<file path="src/rtl/spi_sched_pkg.sv">
// Shared types and default constants for the SPI command scheduler.
// Provides the FSM state enum, the command record handed to the SPI
// master, and the default device/register byte values.
package spi_sched_pkg;

  // Scheduler FSM states
  typedef enum logic [1:0] {
    S_IDLE,
    S_ISSUE,
    S_WAIT_ACK,
    S_WAIT_DONE
  } sched_state_t;

  // Default bytes for the port expander
  localparam logic [7:0] DEF_DEV_ADDR  = 8'h40;
  localparam logic [7:0] DEF_REG_IODIR = 8'h00;
  localparam logic [7:0] DEF_REG_GPIO  = 8'h12;
  localparam logic [7:0] DEF_IODIR_VAL = 8'h00;

  // One SPI write command: device byte, register byte, data byte
  typedef struct packed {
    logic [7:0] addr;
    logic [7:0] reg_addr;
    logic [7:0] data;
  } cmd_t;

endpackage

</file>
<file path="src/rtl/sync_fifo.sv">
// Small synchronous FIFO buffering GPIO write data.
// Ports:
//   clk, rst   : clock, synchronous active-high reset (empties the FIFO)
//   push, data : write request and write data (ignored while full)
//   pop        : remove the head entry (ignored while empty)
//   full/empty : occupancy flags derived from the registered count
//   head       : oldest entry, valid while !empty
// DEPTH must be a power of two so the pointers wrap naturally.
module sync_fifo #(
  parameter int WIDTH = 8,
  parameter int DEPTH = 4
) (
  input  logic             clk,
  input  logic             rst,
  input  logic             push,
  input  logic [WIDTH-1:0] data,
  input  logic             pop,
  output logic             full,
  output logic             empty,
  output logic [WIDTH-1:0] head
);

  localparam int AW = (DEPTH > 1) ? $clog2(DEPTH) : 1;

  logic [WIDTH-1:0] mem [DEPTH];
  logic [AW-1:0]    wptr;
  logic [AW-1:0]    rptr;
  logic [AW:0]      count;
  logic             do_push;
  logic             do_pop;

  assign full    = (count == (AW+1)'(DEPTH));
  assign empty   = (count == '0);
  assign do_push = push && !full;
  assign do_pop  = pop && !empty;
  assign head    = mem[rptr];

  // Storage array needs no reset; only the pointers define validity
  always_ff @(posedge clk) begin
    if (do_push) mem[wptr] <= data;
  end

  // Pointers and occupancy; simultaneous push and pop leave count unchanged
  always_ff @(posedge clk) begin
    if (rst) begin
      wptr  <= '0;
      rptr  <= '0;
      count <= '0;
    end else begin
      if (do_push) wptr <= wptr + 1'b1;
      if (do_pop)  rptr <= rptr + 1'b1;
      case ({do_push, do_pop})
        2'b10:   count <= count + 1'b1;
        2'b01:   count <= count - 1'b1;
        default: count <= count;
      endcase
    end
  end

endmodule

</file>
<file path="src/rtl/spi_cmd_sched.sv">
// Command scheduler in front of the SPI port-expander write path.
// Issues the IODIR configuration write (after reset or init_req), then
// streams buffered GPIO data writes, one at a time, to the SPI master.
// Ports:
//   clk, rst          : clock, synchronous active-high reset
//   init_req          : pulse, request (re)configuration
//   wr_valid/wr_data  : GPIO write request and value
//   wr_ready          : buffer not full
//   spi_idle          : SPI master idle (1 = free / finished)
//   spi_address/register/data/send : command fields and start strobe
//   configured        : init write completed since last init request/reset
//   busy              : FSM not idle
//   timeout_err       : sticky, an SPI wait timed out
module spi_cmd_sched
  import spi_sched_pkg::*;
#(
  parameter logic [7:0] DEV_ADDR    = DEF_DEV_ADDR,
  parameter logic [7:0] REG_IODIR   = DEF_REG_IODIR,
  parameter logic [7:0] REG_GPIO    = DEF_REG_GPIO,
  parameter logic [7:0] IODIR_VAL   = DEF_IODIR_VAL,
  parameter int         FIFO_DEPTH  = 4,
  parameter int         TIMEOUT_CYC = 1024
) (
  input  logic       clk,
  input  logic       rst,
  input  logic       init_req,
  input  logic       wr_valid,
  input  logic [7:0] wr_data,
  output logic       wr_ready,
  input  logic       spi_idle,
  output logic [7:0] spi_address,
  output logic [7:0] spi_register,
  output logic [7:0] spi_data,
  output logic       spi_send,
  output logic       configured,
  output logic       busy,
  output logic       timeout_err
);

  sched_state_t state, next_state;
  cmd_t         cmd;
  logic         cmd_is_init;
  logic         init_pend;
  logic [15:0]  tcnt;
  logic         tmo;
  logic         load_cmd;
  logic         sel_init;
  logic         done;
  logic         tmo_fire;
  logic         pop;
  logic         full;
  logic         empty;
  logic [7:0]   head;

  sync_fifo #(.WIDTH(8), .DEPTH(FIFO_DEPTH)) u_fifo (
    .clk   (clk),
    .rst   (rst),
    .push  (wr_valid),
    .data  (wr_data),
    .pop   (pop),
    .full  (full),
    .empty (empty),
    .head  (head)
  );

  assign wr_ready = !full;
  assign tmo      = (tcnt == 16'(TIMEOUT_CYC - 1));

  // A finished or timed-out data command leaves the buffer either way
  assign pop = !cmd_is_init && (done || tmo_fire);

  // Next-state logic; init has priority over buffered data
  always_comb begin
    next_state = state;
    load_cmd   = 1'b0;
    sel_init   = 1'b0;
    done       = 1'b0;
    tmo_fire   = 1'b0;
    case (state)
      S_IDLE: begin
        if (spi_idle && init_pend) begin
          next_state = S_ISSUE;
          load_cmd   = 1'b1;
          sel_init   = 1'b1;
        end else if (spi_idle && configured && !empty) begin
          next_state = S_ISSUE;
          load_cmd   = 1'b1;
        end
      end
      S_ISSUE: next_state = S_WAIT_ACK;
      S_WAIT_ACK: begin
        if (!spi_idle) begin
          next_state = S_WAIT_DONE;
        end else if (tmo) begin
          next_state = S_IDLE;
          tmo_fire   = 1'b1;
        end
      end
      S_WAIT_DONE: begin
        if (spi_idle) begin
          next_state = S_IDLE;
          done       = 1'b1;
        end else if (tmo) begin
          next_state = S_IDLE;
          tmo_fire   = 1'b1;
        end
      end
      default: next_state = S_IDLE;
    endcase
  end

  // Outputs: fields are held from ISSUE through WAIT_DONE, zero while idle
  always_comb begin
    spi_send     = (state == S_ISSUE);
    busy         = (state != S_IDLE);
    spi_address  = 8'h00;
    spi_register = 8'h00;
    spi_data     = 8'h00;
    if (state != S_IDLE) begin
      spi_address  = cmd.addr;
      spi_register = cmd.reg_addr;
      spi_data     = cmd.data;
    end
  end

  // State, command latch, wait counter and status flags.
  // init_req is applied last so it overrides a same-cycle init completion.
  always_ff @(posedge clk) begin
    if (rst) begin
      state       <= S_IDLE;
      cmd         <= '0;
      cmd_is_init <= 1'b0;
      init_pend   <= 1'b1;
      configured  <= 1'b0;
      timeout_err <= 1'b0;
      tcnt        <= '0;
    end else begin
      state <= next_state;
      if (load_cmd) begin
        cmd_is_init <= sel_init;
        if (sel_init)
          cmd <= '{addr: DEV_ADDR, reg_addr: REG_IODIR, data: IODIR_VAL};
        else
          cmd <= '{addr: DEV_ADDR, reg_addr: REG_GPIO, data: head};
      end
      // Counter restarts on entry to each wait state
      if (state == S_ISSUE || (state == S_WAIT_ACK && !spi_idle))
        tcnt <= '0;
      else if (state != S_IDLE)
        tcnt <= tcnt + 16'd1;
      if (done && cmd_is_init && !init_req) begin
        init_pend   <= 1'b0;
        configured  <= 1'b1;
        timeout_err <= 1'b0;
      end
      if (tmo_fire) timeout_err <= 1'b1;
      if (init_req) begin
        init_pend  <= 1'b1;
        configured <= 1'b0;
      end
    end
  end

endmodule

</file>
<file path="config.mk">
export PLATFORM = sky130hd
export DESIGN_NAME = spi_cmd_sched
export DESIGN_NICKNAME = d
export VERILOG_FILES = /design/src/rtl/spi_sched_pkg.sv /design/src/rtl/sync_fifo.sv /design/src/rtl/spi_cmd_sched.sv
export SDC_FILE = /design/constraint.sdc
export NUM_CORES = 1
export LEC_CHECK = 0
export CAP_MARGIN = 20
export CELL_PAD_IN_SITES_DETAIL_PLACEMENT = 0
export CELL_PAD_IN_SITES_GLOBAL_PLACEMENT = 1
export CORE_MARGIN = 2
export CORE_UTILIZATION = 40
export CTS_CLUSTER_SIZE = 30
export DETAILED_ROUTE_END_ITERATION = 7
export GPL_ROUTABILITY_DRIVEN = 0
export GPL_TIMING_DRIVEN = 0
export PLACE_DENSITY_LB_ADDON = 0.1
export SLEW_MARGIN = 20
export SYNTH_ARGS = -nofsm -noshare
export SYNTH_HDL_FRONTEND = slang
export SYNTH_SLANG_ARGS = --single-unit
export TNS_END_PERCENT = 5
</file>
<file path="constraint.sdc">
create_clock -name clk -period 6.45 [get_ports clk]
set_input_delay 0.645 -clock clk [delete_from_list [all_inputs] [get_ports clk]]
set_output_delay 0.645 -clock clk [all_outputs]
set_load 0.02 [all_outputs]
</file>
==> reports/metrics.csv <==
metric,value,unit
post_synth_inst_count,269,
design.portCount,42,
clock_buffer_count_from_cts,9,
whs_endpoint,cmd[22]$_SDFFE_PP0P_,
post_synth_and_or_nand_nor_area_fraction,15.1,%
grt-ovfl-total,0,
place_hpwl,3980,microns
crit_path_end_kind,output pin,
maximum_clock_rate,293,MHz
crit_chain,clkbuf_1 > nor2_1 > inv_1 > clkbuf_1 > and2_1 > buf_4 > clkdlybuf4s50_1,
power.ir.vdd_worst,0.162,mV
synth-edff-count,32,
synth-compound-area-share,7.23,%
starting_utilization_of_the_core_area,40.8,%
synth-seq-cells,73,
h_tree_levels,3,
ys_seq_area_share,57.2,%
critical_path.slowest_cell,sky130_fd_sc_hd__clkdlybuf4s50_1,
cts_repair_resize_count,0,
cts_root_buf,sky130_fd_sc_hd__clkbuf_8,
finalWorstPathRequiredPeriod,3.42,ns
timing.final.crit_share,52.9,%
floorplan.die.height,92.3,microns
placedCellCount,410,
rows,32,
finClkSkew,0.00818,ns
clk_path_buf_depth,2,
setup_total_negative_slack,0,ns
max_slew.worst_pin.slew,0.866,ns
synth.top_cells.by_count,"41 x sky130_fd_sc_hd__dfxtp_1, 37 x sky130_fd_sc_hd__nor2_1, 32 x sky130_fd_sc_hd__edfxtp_1",
worst-r2r-setup-slack,3.33,ns
report.final.setup_viol,0,
synth_top_area_share,30.8,%
syn_area,3120,sq um
finalWorstSetupSlack,3.03,ns
drc_violations,0,
timing.critical_path.arrival,2.77,ns
port-buffer-count,27,
core_area,7650,sq um
routedWlPerCell,13.5,microns
rsz_0062_raised_after_global_routing,false,
min_delay_path_depth,2,
post_route_cells_drive_above_1_share,12.7,%
timing.critical_path.fanout_max,10,
post_synth_xor_area_fraction,5.62,%
detail_route.iter0.violations,51,
die-area,8510,sq um
synth_cell_type_count,41,
yosys.area_share.adder,3.05,%
final_nets,339,
startpoint_type,register,
total_power,893,uW
clock_sinks,73,
crit_required,5.80,ns
hold_slack,0.462,ns
worstRegToRegCells,10,
stdcell_count,426,
vias_per_cell,4.79,
outcome,finished clean,
worstSkewPairLatency,0.33,ns
cts.hold.buffers_added,0,
cell_type_with_the_highest_occurrence_count_on_the_critical_path,sky130_fd_sc_hd__clkbuf_1,
post_cts_setup_repair_bufs,0,
tritoncts,done,
leakagePower,1.34,nW
hold_start,cmd[22]$_SDFFE_PP0P_,
synth-warning-count,0,
final_max_slew_viol_count,0,
area_delta_synth_final,19.4,%
grt_max_degree,13,
power_density,240,nW/um^2
firstDrtPassIters,4,
min-delay-path-class,register to register,
grt_util_all_layers,14.8,%
synth.area.mux_share,5.78,%
synth_top_cell_by_area,sky130_fd_sc_hd__edfxtp_1,
clkSlewWorstSetupHoldPaths,0.08,ns
timing.max_slew.rel_slack,42.0,%
fp.dieW,92.3,microns
timing.final.hold_violations,0,
post-place-ws,3.20,ns
dominant_combinational_cell_family_by_area_after_synthesis,simple AND/OR/NAND/NOR gates,
vias,2039,
antenna_violations_before_repair,0,
global_route_wire_length_before_repair,9600,microns
ys.flop_type,sky130_fd_sc_hd__dfxtp_1,
ys_async_sr_fraction,0,%
r2r_start,tcnt[0]$_SDFFE_PP0N_,
critical_path_max_stage_delay,0.58,ns
insertedDiodeCount,0,
synth.most_common_cell,sky130_fd_sc_hd__dfxtp_1,
grt_pass1_vias,1941,
cp-startpoint,state[0]$_SDFFE_PP0P_,
critical_path.reg2reg.endpoint,u_fifo.count[2]$_SDFFE_PP0P_,
drtAntennaViolNets,0,
timing_worst_setup_path_type,register to output pin,
timing.max_cap.violations,0,
synth.avg_cell_area,11.6,sq um
ys_top_cells_by_area,"sky130_fd_sc_hd__edfxtp_1 31%, sky130_fd_sc_hd__dfxtp_1 26%, sky130_fd_sc_hd__mux4_2 5.8%",
totalWireLength,5760,microns
critical path: cells and delay by family, from the launching register on:
family | cells | cell delay, ns
AND/OR/NAND/NOR | 2 | 0.46
buffers and inverters | 5 | 1.65
flip-flops | 1 | 0.31
routing by layer:
layer / share of wire (%) / vias to the layer above / GRT usage, %
met4: 1.2 / 0 / 4.10
met2: 46 / 47 / 24.4
met3: 5.1 / 6 / 5.26
met5: 0 / - / 0
met1: 48 / 960 / 18.4
li1: - / 1026 / -
cell type report:
class,count,area [sq um]
clock inverter,5,31.3
fill,727,3930
buffer,25,153
clock buffer,11,131
inverter,9,33.8
sequential,73,1780
timing repair buffer,27,270
multi-input combinational,174,1190
tap,102,128
report_power, final:
part | switching, mW | total (mW) | internal, mW | leakage (nW)
sequential | 0.00664 | 0.505 | 0.499 | 0.626
combinational | 0.0517 | 0.0851 | 0.0334 | 0.638
clock | 0.164 | 0.302 | 0.139 | 0.0750
total | 0.222 | 0.893 | 0.671 | 1.34
flip-flops by register name, indices dropped and copies added (netlist names), named ones only:
register	count
configured	1
u_fifo.mem	32
cmd	10
u_fifo.count	3
u_fifo.wptr	2
cmd_is_init	1
tcnt	16
state	2
init_pend	1
u_fifo.rptr	2
timeout_err	1
cell families after synthesis:
kind of cell | after synthesis
xor gates and xnor gates | 20
and+or+nand+nor | 93
other | 1
buffers and inverters | 34
adders and majority gates | 7
AOI/OAI and AO/OA | 33
DFF | 73
muxes | 8
placed cells by master, fill, tap and decap left out, types with 2 or more instances in the layout:
| cell | count |
|---|---|
| sky130_fd_sc_hd__or3_1 | 3 |
| sky130_fd_sc_hd__a22oi_1 | 8 |
| sky130_fd_sc_hd__ha_1 | 6 |
| sky130_fd_sc_hd__clkbuf_8 | 9 |
| sky130_fd_sc_hd__mux4_2 | 8 |
| sky130_fd_sc_hd__nor3_1 | 4 |
| sky130_fd_sc_hd__inv_1 | 9 |
| sky130_fd_sc_hd__edfxtp_1 | 32 |
| sky130_fd_sc_hd__dfxtp_1 | 41 |
| sky130_fd_sc_hd__nand2b_1 | 2 |
| sky130_fd_sc_hd__xnor2_1 | 10 |
| sky130_fd_sc_hd__clkinv_1 | 2 |
| sky130_fd_sc_hd__clkdlybuf4s50_1 | 27 |
| sky130_fd_sc_hd__and2_1 | 11 |
| sky130_fd_sc_hd__a21oi_1 | 10 |
| sky130_fd_sc_hd__buf_1 | 2 |
| sky130_fd_sc_hd__nor4_1 | 3 |
| sky130_fd_sc_hd__conb_1 | 13 |
| sky130_fd_sc_hd__nand3_1 | 8 |
| sky130_fd_sc_hd__nand4_1 | 4 |
| sky130_fd_sc_hd__clkbuf_1 | 8 |
| sky130_fd_sc_hd__nand2_1 | 9 |
| sky130_fd_sc_hd__buf_4 | 15 |
| sky130_fd_sc_hd__o21ai_0 | 3 |
| sky130_fd_sc_hd__clkinvlp_4 | 2 |
| sky130_fd_sc_hd__nor2_1 | 37 |
| sky130_fd_sc_hd__buf_2 | 2 |
| sky130_fd_sc_hd__xor2_1 | 10 |
| sky130_fd_sc_hd__a31oi_1 | 3 |
| sky130_fd_sc_hd__and3_1 | 7 |
metrics by stage:
stage | util (%) | area, sq um
floorplan | - | 3160
global placement | 46.5 | 3560
detailed placement | 46.5 | 3560
CTS | 48.7 | 3720
global route | 48.7 | 3720
finish | 48.7 | 3720
worst max path at each step:
| stage | endpoint | slack [ns] | cells after the start |
|---|---|---|---|
| 4_1_cts | spi_register[4] | 3.04 | 7 |
| 3_3_place_gp | u_fifo.count[2]$_SDFFE_PP0P_ | 3.20 | 11 |
| 5_1_grt | spi_register[4] | 2.80 | 7 |
| 2_1_floorplan | u_fifo.count[2]$_SDFFE_PP0P_ | 3.55 | 10 |
| 6_report | spi_register[4] | 3.03 | 7 |
| 3_5_place_dp | u_fifo.count[2]$_SDFFE_PP0P_ | 3.20 | 11 |
Power figures use the tool's default switching activity.
